File: src/rtl/ifetch_data_stage_pkg.sv
// Shared widths, bus layout and helpers for the instruction-fetch data stage.
package ifetch_data_stage_pkg;

    localparam int unsigned NUM_WARP_PER_CORE         = 4;
    localparam int unsigned NUM_WARP_PER_CORE_LOG     = $clog2(NUM_WARP_PER_CORE);
    localparam int unsigned ADDR_WIDTH                = 32;
    localparam int unsigned L1_CACHE_NUM_WAYS         = 4;
    localparam int unsigned L1_CACHE_NUM_WAYS_LOG     = $clog2(L1_CACHE_NUM_WAYS);
    localparam int unsigned L1_CACHE_NUM_SETS         = 64;
    localparam int unsigned L1_CACHE_NUM_SETS_LOG     = $clog2(L1_CACHE_NUM_SETS);
    localparam int unsigned CACHE_LINE_BYTE_WIDTH     = 64;
    localparam int unsigned CACHE_LINE_BYTE_WIDTH_LOG = $clog2(CACHE_LINE_BYTE_WIDTH);
    localparam int unsigned TAG_WIDTH =
        ADDR_WIDTH - L1_CACHE_NUM_SETS_LOG - CACHE_LINE_BYTE_WIDTH_LOG;

    localparam int unsigned IFT_TO_IFD_BUS_WIDTH = ADDR_WIDTH + NUM_WARP_PER_CORE_LOG;
    localparam int unsigned IFD_TO_ID_BUS_WIDTH  = ADDR_WIDTH + NUM_WARP_PER_CORE_LOG;

    // {pc, warp_idx}: warp index in the LSBs
    localparam int unsigned BUS_WARP_LSB = 0;
    localparam int unsigned BUS_PC_LSB   = NUM_WARP_PER_CORE_LOG;

    function automatic logic [L1_CACHE_NUM_WAYS_LOG-1:0] oh_to_idx(
        input logic [L1_CACHE_NUM_WAYS-1:0] oh
    );
        logic [L1_CACHE_NUM_WAYS_LOG-1:0] idx;
        idx = '0;
        for (int unsigned i = 0; i < L1_CACHE_NUM_WAYS; i++) begin
            if (oh[i]) idx = idx | L1_CACHE_NUM_WAYS_LOG'(i);
        end
        return idx;
    endfunction

endpackage

File: src/rtl/ifetch_data_stage_tag_compare.sv
// Combinational icache tag match across all ways of one set.
module icache_tag_compare
    import ifetch_data_stage_pkg::*;
(
    input  logic [L1_CACHE_NUM_WAYS-1:0]           tag_valid,
    input  logic [L1_CACHE_NUM_WAYS*TAG_WIDTH-1:0] tags,
    input  logic [TAG_WIDTH-1:0]                   lookup_tag,
    output logic                                   hit,
    output logic [L1_CACHE_NUM_WAYS-1:0]           hit_oh,
    output logic [L1_CACHE_NUM_WAYS_LOG-1:0]       hit_way
);

    always_comb begin
        hit_oh = '0;
        for (int unsigned w = 0; w < L1_CACHE_NUM_WAYS; w++) begin
            hit_oh[w] = tag_valid[w] & (tags[w*TAG_WIDTH +: TAG_WIDTH] == lookup_tag);
        end
    end

    assign hit     = |hit_oh;
    assign hit_way = oh_to_idx(hit_oh);

endmodule

File: src/rtl/ifetch_data_stage.sv
// Instruction-fetch data stage: tag compare, data-array read issue, miss
// reporting to the tag stage and L2, rollback squash and hit/miss counters.
module ifetch_data_stage
    import ifetch_data_stage_pkg::*;
(
    input  logic                                   clk,
    input  logic                                   rst_n,
    input  logic                                   ift_to_ifd_valid,
    input  logic [IFT_TO_IFD_BUS_WIDTH-1:0]        ift_to_ifd_bus,
    output logic                                   ifd_allowin,
    input  logic [L1_CACHE_NUM_WAYS-1:0]           icache_tag_valid,
    input  logic [L1_CACHE_NUM_WAYS*TAG_WIDTH-1:0] icache_tag,
    output logic                                   ifd_cache_miss,
    output logic                                   ifd_near_miss,
    output logic [NUM_WARP_PER_CORE_LOG-1:0]       ifd_cache_miss_warp_idx,
    output logic                                   icache_data_rd_en,
    output logic [L1_CACHE_NUM_SETS_LOG-1:0]       icache_data_rd_set,
    output logic [L1_CACHE_NUM_WAYS_LOG-1:0]       icache_data_rd_way,
    output logic                                   ifd_to_l2i_miss_en,
    output logic [ADDR_WIDTH-1:0]                  ifd_to_l2i_miss_addr,
    output logic [NUM_WARP_PER_CORE_LOG-1:0]       ifd_to_l2i_miss_warp_idx,
    input  logic                                   l2i_fill_en,
    input  logic [L1_CACHE_NUM_SETS_LOG-1:0]       l2i_fill_set,
    input  logic [TAG_WIDTH-1:0]                   l2i_fill_tag,
    input  logic                                   id_allowin,
    output logic                                   ifd_to_id_valid,
    output logic [IFD_TO_ID_BUS_WIDTH-1:0]         ifd_to_id_bus,
    input  logic                                   wb_rollback_en,
    input  logic [NUM_WARP_PER_CORE_LOG-1:0]       wb_rollback_warp_idx,
    output logic [31:0]                            ifd_hit_count,
    output logic [31:0]                            ifd_miss_count
);

    logic                                ifd_valid;
    logic [IFT_TO_IFD_BUS_WIDTH-1:0]     ifd_bus;
    logic                                ifd_counted;
    logic                                ifd_ready_go;

    logic [ADDR_WIDTH-1:0]               pc;
    logic [NUM_WARP_PER_CORE_LOG-1:0]    warp_idx;
    logic [L1_CACHE_NUM_SETS_LOG-1:0]    set_idx;
    logic [TAG_WIDTH-1:0]                tag;

    logic                                hit;
    logic [L1_CACHE_NUM_WAYS-1:0]        hit_oh;
    logic [L1_CACHE_NUM_WAYS_LOG-1:0]    hit_way;

    logic squash, live, fill_match;
    logic do_hit, do_near_miss, do_miss;
    logic hit_inc;

    assign pc       = ifd_bus[BUS_PC_LSB +: ADDR_WIDTH];
    assign warp_idx = ifd_bus[BUS_WARP_LSB +: NUM_WARP_PER_CORE_LOG];
    assign set_idx  = pc[CACHE_LINE_BYTE_WIDTH_LOG +: L1_CACHE_NUM_SETS_LOG];
    assign tag      = pc[ADDR_WIDTH-1 -: TAG_WIDTH];

    icache_tag_compare u_tag_compare (
        .tag_valid  (icache_tag_valid),
        .tags       (icache_tag),
        .lookup_tag (tag),
        .hit        (hit),
        .hit_oh     (hit_oh),
        .hit_way    (hit_way)
    );

    assign squash     = wb_rollback_en & (wb_rollback_warp_idx == warp_idx);
    assign live       = ifd_valid & ~squash;
    assign fill_match = l2i_fill_en & (l2i_fill_set == set_idx) & (l2i_fill_tag == tag);

    assign do_hit       = live & hit;
    assign do_near_miss = live & ~hit & fill_match;
    assign do_miss      = live & ~hit & ~fill_match;

    // Only a live hit can stall on decode; misses and squashed entries always retire.
    assign ifd_ready_go = 1'b1;
    assign ifd_allowin  = ~ifd_valid | (ifd_ready_go & id_allowin) | ~do_hit;

    assign hit_inc = do_hit & id_allowin & ~ifd_counted;

    always_ff @(posedge clk or negedge rst_n) begin
        if (!rst_n) begin
            ifd_valid <= 1'b0;
        end else if (ifd_allowin) begin
            ifd_valid <= ift_to_ifd_valid;
        end
    end

    always_ff @(posedge clk or negedge rst_n) begin
        if (!rst_n) begin
            ifd_bus <= '0;
        end else if (ifd_allowin & ift_to_ifd_valid) begin
            ifd_bus <= ift_to_ifd_bus;
        end
    end

    always_ff @(posedge clk or negedge rst_n) begin
        if (!rst_n) begin
            ifd_counted <= 1'b0;
        end else if (ifd_allowin) begin
            ifd_counted <= 1'b0;
        end else if (hit_inc) begin
            ifd_counted <= 1'b1;
        end
    end

    always_ff @(posedge clk or negedge rst_n) begin
        if (!rst_n) begin
            ifd_hit_count  <= '0;
            ifd_miss_count <= '0;
        end else begin
            if (hit_inc) ifd_hit_count <= ifd_hit_count + 32'd1;
            if (do_miss) ifd_miss_count <= ifd_miss_count + 32'd1;
        end
    end

    assign icache_data_rd_en  = do_hit;
    assign icache_data_rd_set = do_hit ? set_idx : '0;
    assign icache_data_rd_way = do_hit ? hit_way : '0;

    assign ifd_to_id_valid = do_hit;
    assign ifd_to_id_bus   = ifd_bus;

    assign ifd_cache_miss          = do_miss;
    assign ifd_near_miss           = do_near_miss;
    assign ifd_cache_miss_warp_idx = (do_miss | do_near_miss) ? warp_idx : '0;

    assign ifd_to_l2i_miss_en       = do_miss;
    assign ifd_to_l2i_miss_addr     = do_miss ?
        {pc[ADDR_WIDTH-1:CACHE_LINE_BYTE_WIDTH_LOG], {CACHE_LINE_BYTE_WIDTH_LOG{1'b0}}} : '0;
    assign ifd_to_l2i_miss_warp_idx = do_miss ? warp_idx : '0;

    hit_onehot_chk: assert property (@(posedge clk) disable iff (!rst_n)
        ifd_valid |-> $onehot0(hit_oh))
        else $error("ifetch_data_stage: multiple icache ways hit");

endmodule
File: config.mk
export PLATFORM = sky130hd
export DESIGN_NAME = ifetch_data_stage
export DESIGN_NICKNAME = d
export VERILOG_FILES = /design/src/rtl/ifetch_data_stage_pkg.sv /design/src/rtl/ifetch_data_stage_tag_compare.sv /design/src/rtl/ifetch_data_stage.sv
export SDC_FILE = /design/constraint.sdc
export NUM_CORES = 1
export LEC_CHECK = 0
export ABC_AREA = 1
export CAP_MARGIN = 20
export CELL_PAD_IN_SITES_DETAIL_PLACEMENT = 0
export CELL_PAD_IN_SITES_GLOBAL_PLACEMENT = 1
export CORE_MARGIN = 5
export CORE_UTILIZATION = 28
export CTS_BUF_LIST = sky130_fd_sc_hd__clkbuf_2 sky130_fd_sc_hd__clkbuf_4 sky130_fd_sc_hd__clkbuf_8
export DETAILED_ROUTE_END_ITERATION = 16
export PLACE_DENSITY = 0.83
export SLEW_MARGIN = 20
export SYNTH_ARGS = -nofsm -noshare
export SYNTH_HDL_FRONTEND = slang
export SYNTH_SLANG_ARGS = --single-unit
File: constraint.sdc
create_clock -name clk -period 2.3 [get_ports clk]
set_input_delay 0.46 -clock clk [delete_from_list [all_inputs] [get_ports clk]]
set_output_delay 0.46 -clock clk [all_outputs]
set_load 0.01 [all_outputs]
==> results by group <==
Run status
  – Outcome: complete, but fails checks
  – Failing checks: negative setup slack

STA
  – Final setup skew: 0.0267 ns
  – Slew Viols, Final: 0
  – Max transition margin: 58.4%
  – Setup WS post-layout: -0.634 ns
  – Max frequency: 0.341 GHz
  – Fin crit period: 2.93 ns
  – Worst Tran Pin Value: 0.625 ns
  – Hold Vio Cnt, Final: 0
  – Period utilization: 128%
  – RSZ-0062 raised after global routing: true
  – Final setup viols: 132

Run
  – Max_cap viols: 0

Detailed routing
  – Final wirelength: 43,900 µm
  – Post-route DRC: 0
  – Pre-Repair DR Iteration Count: 7
  – Routed vias/inst: 4.68
  – Routed vias: 11.0k
  – Iteration-0 DRC Markers: 810
  – Mean routed wirelength per cell: 18.7 µm
  – Final ANT Viol Nets: 0

Power and ir drop
  – Pwr/cell area: 392 nW/µm²
  – Total power: 0.00616 W
  – VDD IR max: 0.000352 V
  – Lkg Pwr: 8.15 nW

Place
  – Cell Area, Placed: 13,500 µm²
  – Post-DP HPWL: 33,400 µm
  – RePlAce Congestion: 0.929
  – Port bufs: 293

Cells and area
  – Area delta synth->final: 94.5%
  – Nets: 2,114
  – Design area: 15,700 µm²
  – Filler cells: 2,739
  – Register area: 2520 µm²
  – Fraction of layout cells with a size suffix above 1: 32.8%
  – Multi-input gate area: 5720 µm²

Die
  – Initial core utilization: 28.2%
  – I/O Pins: 300
  – Area of the core: 28,600 µm²
  – DIE HEIGHT: 180 µm
  – Die Footprint: 32,300 µm²
  – Die width: 180 µm
  – # rows: 62

Clock network
  – CTS tree: done
  – Worst-Skew Late Latency: 0.39 ns
  – Total CTS buffers: 9
  – Root Driver: clkbuf_8
  – Clk sinks: 100
  – H-tree lvl count: 3
  – Clk slew on worst S/H paths: 0.13 ns
  – Clk buf depth: 2

Synth
  – Top cells by count, synth: nand2_1, nor2_1, inv_1
  – Count leader, synth: nand2_1
  – Ys async rst share: 100%
  – Ys Warns: 0
  – Mapped Area: 8080 µm²
  – Post-synth top area share: 31.0%
  – Sequential share of the synthesized area: 31.0%
  – Synthesized flop and latch total: 100
  – Cells after synthesis: 1,355
  – Synth Flop Type: dfrtp_1
  – Synth area leaders: dfrtp_1, nand2_1, nor2_1
  – Synth area leader: dfrtp_1
  – Mapped Avg Cell Area: 5.96 µm²
  – Cell variety after synth: 35
  – Post-synth EDFFs: 0

Setup path
  – CP Data Required Time: 1.84 ns
  – Critical path capture point type: output pin
  – Top fanout value on the critical path: 5
  – Startpoint types: input pin
  – Critical path arrival: 2.47 ns
  – Crit path kind: input pin to output pin

Global routing
  – Overflow after GRT: 0
  – Initial antenna violation count: 4
  – Global-route wire length before repair: 64,800 µm
  – Largest net degree at the start of global routing: 45
  – Tot GR Track Use: 25.8%
  – Vias in the first global route: 10.9k

Hold path
  – Hold Crit Class: input pin to async pin
registers in the layout (all words and copies together), names as in the netlist:
register and flops:
ifd_to_id_bus 34, ifd_miss_count 32, ifd_valid 1, ifd_hit_count 32, ifd_counted 1
worst paths after layout:
kind	start	to	slack, ns	cells past startpoint
setup / recovery	icache_tag[35]	icache_data_rd_set[3]	-0.63	15
hold / removal	rst_n	ifd_miss_count[9]$_DFFE_PN0N_	0.06	1
setup reg to reg	ifd_to_id_bus[17]$_DFFE_PN0P_	ifd_hit_count[6]$_DFFE_PN0P_	-0.38	22
hold reg to reg	ifd_to_id_bus[2]$_DFFE_PN0P_	ifd_to_id_bus[2]$_DFFE_PN0P_	0.49	2
max in group asynchronous	rst_n	ifd_miss_count[22]$_DFFE_PN0N_	1.50	2
min in group clk	ifd_to_id_bus[2]$_DFFE_PN0P_	ifd_to_id_bus[2]$_DFFE_PN0P_	0.49	2
logic make-up (layout without fill, tap and decap cells):
family | Yosys count | after routing | synth area share, %
buffers and inverters | 215 | 819 | 11.3
adders and majority gates | 2 | 2 | 0.310
xor gates and xnor gates | 52 | 52 | 5.64
AOI/OAI and AO/OA | 20 | 20 | 1.55
other | 1 | 7 | 0.0464
DFF | 100 | 100 | 31.0
and+or+nand+nor | 965 | 966 | 50.2
metrics by stage:
stage                     std cells  hold slack (ns)  setup TNS, ns  setup slack (ns)  util [%]
final                          2350           0.0591         -46.02            -0.634      54.9
after global routing           2349           0.0850         -61.75            -0.756      54.9
after CTS                      2324           0.0643         -38.83            -0.683      52.0
after detailed placement       2253            0.468        -102.58             -1.10      47.1
after global placement         2253            0.456         -99.44             -1.07      47.1
after floorplan                1360            0.164              0           0.00652         -
final cells by class:
cell class / instances / area share, %
diodes: 1 / 0.0159
multi-input cells: 1046 / 36.4
inverters: 182 / 4.91
repair buffers: 621 / 38.3
well taps: 384 / 3.06
flip-flops and latches: 100 / 16.0
clock inverters: 7 / 0.486
clock buffers: 9 / 0.788
worst max-delay path: stages:
cell and delay [ns]:
clkdlybuf4s50_1 0.54, inv_1 0.06, nand2_1 0.08, nand2_1 0.07, nor2_1 0.12, nand2_1 0.09, nor2_2 0.12, nand3_2 0.10
nand2_4 0.10, nor2_4 0.05, nor2_4 0.11, clkinvlp_4 0.17, buf_12 0.18, nor2_4 0.10, buf_6 0.10
repair_timing:
| action | 4_1_cts | 5_1_grt |
|---|---|---|
| resized for setup | 398 | 200 |
| endpoints found under the setup margin | 131 | 143 |
| hold endpoints to repair | 0 | 0 |
| buffers inserted | 49 | 39 |
| cloned | 8 | 1 |
| pin swaps | 36 | 65 |
| hold buffers | 0 | 0 |
metal layers:
| layer | track usage [%] | vias to the layer above | share of wire (%) |
|---|---|---|---|
| met5 | 0 | - | 0.11 |
| met4 | 6.40 | 6 | 2.8 |
| met3 | 6.22 | 67 | 8.1 |
| met2 | 43.9 | 465 | 47 |
| met1 | 33.1 | 5113 | 42 |
| li1 | - | 5358 | - |
power breakdown:
part / total (W) / internal, W / switching [W]
logic: 0.00297 / 0.00153 / 0.00144
registers: 0.00201 / 0.00187 / 0.000143
clock network: 0.00119 / 0.000438 / 0.000748
cells in the final DEF, fill, tap and decap left out, types with 17 or more instances in the layout:
master,instances
nand2_1,479
xor2_1,30
nor3_1,20
buf_4,247
buf_12,23
nand2_4,26
nand2_2,57
dlymetal6s2s_1,17
clkdlybuf4s50_1,219
nand3_1,75
nor2_2,36
buf_6,83
nor2_1,126
inv_1,156
dfrtp_1,87
nor2_4,55
nand4_1,37
Note: power is estimated with default switching activity, not from simulation.
